`src/rtl/sobel_window_ctrl_pkg.sv`:
```
// Shared definitions for the Sobel window controller and its raster counter.
// State encodings are plain constants so older tools can consume them.
package sobel_window_ctrl_pkg;

  typedef logic [2:0] state_t;

  localparam state_t ST_IDLE  = 3'd0;
  localparam state_t ST_FILL  = 3'd1;
  localparam state_t ST_RUN   = 3'd2;
  localparam state_t ST_DRAIN = 3'd3;
  localparam state_t ST_DONE  = 3'd4;

  localparam int DEF_IMG_W = 640;
  localparam int DEF_IMG_H = 480;
  localparam int DEF_COL_W = $clog2(DEF_IMG_W);
  localparam int DEF_ROW_W = $clog2(DEF_IMG_H);

endpackage

```
`src/rtl/sobel_window_ctrl_raster_counter.sv`:
```
// Column/row raster position counter with wrap, restart and frame-edge detect.
// Holds the position of the next pixel to be accepted.
module sobel_window_ctrl_raster_counter
  import sobel_window_ctrl_pkg::*;
#(
  parameter int IMG_W = DEF_IMG_W,
  parameter int IMG_H = DEF_IMG_H,
  localparam int COL_W = $clog2(IMG_W),
  localparam int ROW_W = $clog2(IMG_H)
) (
  input  logic             clk,
  input  logic             rst_n,
  input  logic             inc,
  input  logic             restart,
  output logic [COL_W-1:0] col,
  output logic [ROW_W-1:0] row,
  output logic             at_first,
  output logic             at_last
);

  logic [COL_W-1:0] col_r;
  logic [ROW_W-1:0] row_r;
  logic             col_end_s;
  logic             row_end_s;

  assign col_end_s = (col_r == COL_W'(IMG_W - 1));
  assign row_end_s = (row_r == ROW_W'(IMG_H - 1));

  // restart means the current pixel is taken as (0,0), so the next one is (0,1)
  always_ff @(posedge clk or negedge rst_n) begin
    if (!rst_n) begin
      col_r <= COL_W'(0);
      row_r <= ROW_W'(0);
    end else if (restart) begin
      col_r <= COL_W'(1);
      row_r <= ROW_W'(0);
    end else if (inc) begin
      if (col_end_s) begin
        col_r <= COL_W'(0);
        row_r <= row_end_s ? ROW_W'(0) : row_r + ROW_W'(1);
      end else begin
        col_r <= col_r + COL_W'(1);
        row_r <= row_r;
      end
    end else begin
      col_r <= col_r;
      row_r <= row_r;
    end
  end

  assign col      = col_r;
  assign row      = row_r;
  assign at_first = (col_r == COL_W'(0)) && (row_r == ROW_W'(0));
  assign at_last  = col_end_s && row_end_s;

endmodule

```
`src/rtl/sobel_window_ctrl.sv`:
```
// Sequencing controller for the Sobel 3x3 window datapath: handshake, chain
// clock enable, window-complete flag with centre position, and frame sync.
module sobel_window_ctrl
  import sobel_window_ctrl_pkg::*;
#(
  parameter int IMG_W = DEF_IMG_W,
  parameter int IMG_H = DEF_IMG_H,
  parameter int WIDTH = 8,
  localparam int COL_W = $clog2(IMG_W),
  localparam int ROW_W = $clog2(IMG_H)
) (
  input  logic             clk,
  input  logic             rst_n,
  input  logic             s_valid,
  output logic             s_ready,
  input  logic             s_sof,
  input  logic [WIDTH-1:0] s_data,
  output logic [WIDTH-1:0] sr_d,
  output logic             sr_ce,
  output logic             win_valid,
  input  logic             m_ready,
  output logic [COL_W-1:0] win_col,
  output logic [ROW_W-1:0] win_row,
  output logic             frame_done,
  output logic             sync_err
);

  state_t           state_r, state_nx;
  logic             win_valid_r, win_valid_nx;
  logic [COL_W-1:0] win_col_r, win_col_nx;
  logic [ROW_W-1:0] win_row_r, win_row_nx;
  logic             frame_done_r, frame_done_nx;
  logic             sync_err_r, sync_err_nx;

  logic             acc_s, in_frame_s, start_s, stray_s, resync_s;
  logic             pix_in_s, complete_s, consume_s;
  logic [COL_W-1:0] col_s;
  logic [ROW_W-1:0] row_s;
  logic             at_first_s, at_last_s;

  assign s_ready    = (state_r != ST_DONE) && (m_ready || !win_valid_r);
  assign acc_s      = s_valid && s_ready;
  assign in_frame_s = (state_r == ST_FILL) || (state_r == ST_RUN);
  assign start_s    = acc_s && s_sof && (state_r == ST_IDLE);
  assign stray_s    = acc_s && !s_sof && (state_r == ST_IDLE);
  assign resync_s   = acc_s && s_sof && in_frame_s && !at_first_s;
  assign pix_in_s   = acc_s && in_frame_s && !resync_s;
  assign complete_s = pix_in_s && (row_s >= ROW_W'(2)) && (col_s >= COL_W'(2));
  assign consume_s  = m_ready || !win_valid_r;

  // Stray pixels before a start-of-frame never reach the shift registers
  assign sr_ce = acc_s && !stray_s;
  assign sr_d  = s_data;

  sobel_window_ctrl_raster_counter #(
    .IMG_W (IMG_W),
    .IMG_H (IMG_H)
  ) u_raster (
    .clk      (clk),
    .rst_n    (rst_n),
    .inc      (pix_in_s),
    .restart  (start_s || resync_s),
    .col      (col_s),
    .row      (row_s),
    .at_first (at_first_s),
    .at_last  (at_last_s)
  );

  // Frame sequencing
  always_comb begin
    state_nx = state_r;
    case (state_r)
      ST_IDLE: begin
        if (start_s) state_nx = ST_FILL;
        else         state_nx = ST_IDLE;
      end
      ST_FILL: begin
        if (resync_s)                    state_nx = ST_FILL;
        else if (pix_in_s && at_last_s)  state_nx = ST_DRAIN;
        else if (complete_s)             state_nx = ST_RUN;
        else                             state_nx = ST_FILL;
      end
      ST_RUN: begin
        if (resync_s)                    state_nx = ST_FILL;
        else if (pix_in_s && at_last_s)  state_nx = ST_DRAIN;
        else                             state_nx = ST_RUN;
      end
      ST_DRAIN: begin
        if (consume_s) state_nx = ST_DONE;
        else           state_nx = ST_DRAIN;
      end
      ST_DONE: state_nx = ST_IDLE;
      default: state_nx = ST_IDLE;
    endcase
  end

  // A new window may replace the one being consumed on the same edge
  always_comb begin
    win_valid_nx = win_valid_r;
    win_col_nx   = win_col_r;
    win_row_nx   = win_row_r;
    if (complete_s) begin
      win_valid_nx = 1'b1;
      win_col_nx   = col_s - COL_W'(1);
      win_row_nx   = row_s - ROW_W'(1);
    end else if (resync_s) begin
      win_valid_nx = 1'b0;
    end else if (m_ready) begin
      win_valid_nx = 1'b0;
    end else begin
      win_valid_nx = win_valid_r;
    end
    frame_done_nx = (state_r == ST_DRAIN) && consume_s;
    sync_err_nx   = sync_err_r || stray_s || resync_s;
  end

  // Controller state registers
  always_ff @(posedge clk or negedge rst_n) begin
    if (!rst_n) begin
      state_r      <= ST_IDLE;
      win_valid_r  <= 1'b0;
      win_col_r    <= COL_W'(0);
      win_row_r    <= ROW_W'(0);
      frame_done_r <= 1'b0;
      sync_err_r   <= 1'b0;
    end else begin
      state_r      <= state_nx;
      win_valid_r  <= win_valid_nx;
      win_col_r    <= win_col_nx;
      win_row_r    <= win_row_nx;
      frame_done_r <= frame_done_nx;
      sync_err_r   <= sync_err_nx;
    end
  end

  assign win_valid  = win_valid_r;
  assign win_col    = win_col_r;
  assign win_row    = win_row_r;
  assign frame_done = frame_done_r;
  assign sync_err   = sync_err_r;

endmodule

```
`config.mk`:
```
export PLATFORM = sky130hd
export DESIGN_NAME = sobel_window_ctrl
export DESIGN_NICKNAME = d
export VERILOG_FILES = /design/src/rtl/sobel_window_ctrl_pkg.sv /design/src/rtl/sobel_window_ctrl_raster_counter.sv /design/src/rtl/sobel_window_ctrl.sv
export SDC_FILE = /design/constraint.sdc
export NUM_CORES = 1
export LEC_CHECK = 0
export ABC_AREA = 1
export CORE_MARGIN = 5
export CORE_UTILIZATION = 35
export CTS_CLUSTER_SIZE = 20
export DETAILED_ROUTE_END_ITERATION = 12
export GPL_TIMING_DRIVEN = 0
export PLACE_DENSITY_LB_ADDON = 0.12
export REMOVE_ABC_BUFFERS = 1
export SLEW_MARGIN = 30
export SYNTH_ARGS = -nofsm -noshare
export SYNTH_HDL_FRONTEND = slang
export SYNTH_HIERARCHICAL = 1
export SYNTH_SLANG_ARGS = --single-unit
```
`constraint.sdc`:
```
create_clock -name clk -period 5.2 [get_ports clk]
set_input_delay 1.04 -clock clk [delete_from_list [all_inputs] [get_ports clk]]
set_output_delay 1.04 -clock clk [all_outputs]
set_load 0.02 [all_outputs]
```
==> results.json, run 1 <==
{
  "routed.top_layer": "met4",
  "die_area_sq_um": 10000,
  "synthAdderAreaFrac_pct": 3.52,
  "hpwl_microns": 4540,
  "ys.warnings.count": 6,
  "die_h_microns": 100,
  "placementRows": 32,
  "dr_wl_met2_microns": 2670,
  "synth.mux.area_fraction_pct": 0,
  "coreArea_sq_um": 7810,
  "setup-tns-final_ps": 0,
  "nNetsFinal": 447,
  "cts-hold-fix-buffers": 0,
  "ios": 45,
  "yosys.area.top_type": "dfrtp_1",
  "cts_root_buffer": "clkbuf_8",
  "synthSimpleGateAreaFrac_pct": 38.2,
  "num_vias": 2423,
  "cts_resized": 0,
  "grtUsageTotal_pct": 12.9,
  "post_drt_wl_per_cell_microns": 11.6,
  "p_seq_share_pct": 32.0,
  "ir_drop_v": 0.000179,
  "power.density_nw_per_um2": 535,
  "wirelength_met1_microns": 3070,
  "start_util_pct": 36.4,
  "dr.first_iter.drc_count": 81,
  "crit_path_max_fanout": 6,
  "rsz0062_at_grt": "no",
  "post_route_cells_drive_above_1_share_pct": 6.32,
  "status": "finished, final reports clean",
  "fin_crit_ps": 3740,
  "synthMostInstantiatedCell": "nand2_1",
  "die_w_microns": 100,
  "total_power_mw": 1.74,
  "hold_violations": 0,
  "start_kind": "primary input",
  "comb_power_share_pct": 50.3,
  "period_share_pct": 71.9,
  "clock_path_buffers": 2,
  "power_leakage_nw": 1.67,
  "post-route-drc-count": 0,
  "place_area_sq_um": 3110,
  "gr-total-overflow": 0,
  "internal_power_mw": 0.975,
  "syn-mean-instance-area_sq_um": 7.01,
  "numCtsBuffers": 5,
  "crit_type": "in2out",
  "routed-wl-met3_microns": 331,
  "antenna_found_initial": 0,
  "p_switching_mw": 0.763,
  "p_sw_share_pct": 43.9,
  "synth_compound_area_share_pct": 3.22,
  "antenna_cells": 0,
  "first_global_vias": 2165,
  "synth_top_family_by_area": "simple AND/OR/NAND/NOR gates",
  "drt_pass1_iterations": 4,
  "io_buffers": 28,
  "cts_tree": "done",
  "max_cap_violations": 0,
  "final_max_slew_viol_count": 0,
  "cp.required_ps": 4160,
  "synth_edf_count": 0,
  "synthTopCellsByArea": "dfrtp_1, nand2_1, inv_1",
  "multi_input_area_sq_um": 1430,
  "clkTransAtPathRegs_ps": 80,
  "fin_area_sq_um": 3250,
  "postRouteAntennaNets": 0,
  "synth_area_sq_um": 2840,
  "n_fill_cell": 841,
  "syn_to_final_growth_pct": 14.3,
  "clkSinkCount": 43,
  "globalplace.congestion": 0.881,
  "synthTopCellsByCount": "nand2_1, inv_1, nor2_1",
  "cp.arrival_ps": 2700,
  "htree_levels": 2,
  "post_cts_buffers": 0,
  "netlist.area_leader.share_pct": 37.9,
  "synthArstFlopShare_pct": 100,
  "synth-xor-area-share_pct": 5.24,
  "synth_cells": 405,
  "finalSetupViolations": 0,
  "clkPwrFrac_pct": 17.7,
  "synth_cell_types": 30,
  "grt_max_degree": 44,
  "maxSlewHeadroom_pct": 62.9,
  "hold_path.class": "reg2reg",
  "synth-seq-cells": 43,
  "register_area_sq_um": 1080,
  "stdcell_count": 529,
  "end_kind": "primary output",
  "placed_cells": 521,
  "worst_slew_pin_slew_ps": 557,
  "fmaxAchievable_mhz": 268,
  "ys.flop_type": "dfrtp_1",
  "yosysSeqAreaShare_pct": 37.9,
  "routed_via_density": 4.58,
  "clock_latency_ps": 300,
  "grt_pass1_wl_microns": 10500,
  "drt-total-wl_microns": 6140,
  "clock_skew_ps": 6.94
}
==> critical path: stages <==
cell and delay (ps):
clkdlybuf4s50_1 450, inv_1 50, nand2_1 100, nand2_2 110, nor2_8 140, a21boi_0 180
clkdlybuf4s50_1 630
==> worst paths after layout <==
kind | start | slack [ps] | cells past startpoint | to
min in group asynchronous | rst_n | 730 | 1 | u_raster/col[3]
hold reg to reg | win_row[2] | 470 | 2 | win_row[2]
hold / removal | win_row[2] | 470 | 2 | win_row[2]
setup reg to reg | u_raster/col[0] | 2510 | 12 | u_raster/col[9]
max in group asynchronous | rst_n | 4090 | 1 | state_r[0]
setup / recovery | m_ready | 1460 | 7 | sr_ce
==> power by group through the flow <==
stage | clock, mW | combinational (mW) | sequential, mW
after floorplan | 0 | 0.533 | 0.622
after global placement | 0 | 0.883 | 0.561
after detailed placement | 0 | 0.888 | 0.563
after CTS | 0.322 | 0.891 | 0.556
after global routing | 0.333 | 0.996 | 0.576
final | 0.308 | 0.873 | 0.556
==> cell type report <==
class / instances / share of cell area [%]
inverters: 55 / 6.36
repair buffers: 28 / 8.55
flip-flops and latches: 43 / 33.1
clock inverters: 2 / 1.85
multi-input cells: 293 / 43.9
clock buffers: 6 / 2.24
well taps: 102 / 3.93
==> placed cells by master (no fill, tap or decap), types with 2 or more instances in the layout <==
master and n:
nor2_1 50, o21ai_0 5, dfrtp_1 43, nor2_8 2, clkdlybuf4s50_1 27, nor2_2 5
a21oi_1 5, inv_1 53, xor2_1 12, nor3b_1 2, xnor2_1 5, clkbuf_8 5
ha_1 8, inv_2 2, nor3_1 5, nor4_1 2, nand3_1 20, bufinv_16 2
nand4_1 4, nand2_2 7, nand2_1 152
==> sequential cells by signal (all words and copies together) (netlist names) <==
name / count
frame_done: 1
state_r: 2
sync_err: 1
u_raster/col: 10
u_raster/row: 9
win_col: 10
win_row: 9
win_valid: 1
==> layer usage <==
layer	up-vias	track usage, %
met1	1085	18.1
met5	-	0
li1	1269	-
met3	6	3.20
met4	0	4.04
met2	63	19.5
==> per-stage QoR <==
step | util [%] | hold WS (ps) | worst slack (ps)
global route | 41.6 | 501 | 1330
CTS | 41.6 | 475 | 1440
detailed placement | 39.9 | 452 | 1450
global placement | 39.9 | 454 | 1440
floorplan | - | 539 | 2240
finish | 41.6 | 471 | 1460
==> cell families after synthesis <==
group | count (synthesis)
AO/OA/AOI/OAI | 16
buffers and inverters | 69
AND/OR/NAND/NOR | 252
adder cells (fa/ha/maj) | 8
XOR/XNOR | 17
flip-flops | 43
Power figures use the tool's default switching activity.
==> run 2: changes to the inputs <==
==> constraint.sdc (replaced) <==
create_clock -name clk -period 3.2 [get_ports clk]
set_input_delay 0.64 -clock clk [delete_from_list [all_inputs] [get_ports clk]]
set_output_delay 0.64 -clock clk [all_outputs]
set_load 0.02 [all_outputs]
==> results of run 2 <==
Same layout as run 1 (identical final DEF). Status: finished, final reports clean.
Among the figures that moved: setup slack after placement 1450 ps -> 246 ps; setup slack after layout 1460 ps -> 262 ps; hold slack 471 ps -> 330 ps; register-to-register setup slack 2510 ps -> 510 ps; total power 1.74 mW -> 2.82 mW; worst IR drop on VDD 0.000179 V -> 0.000291 V
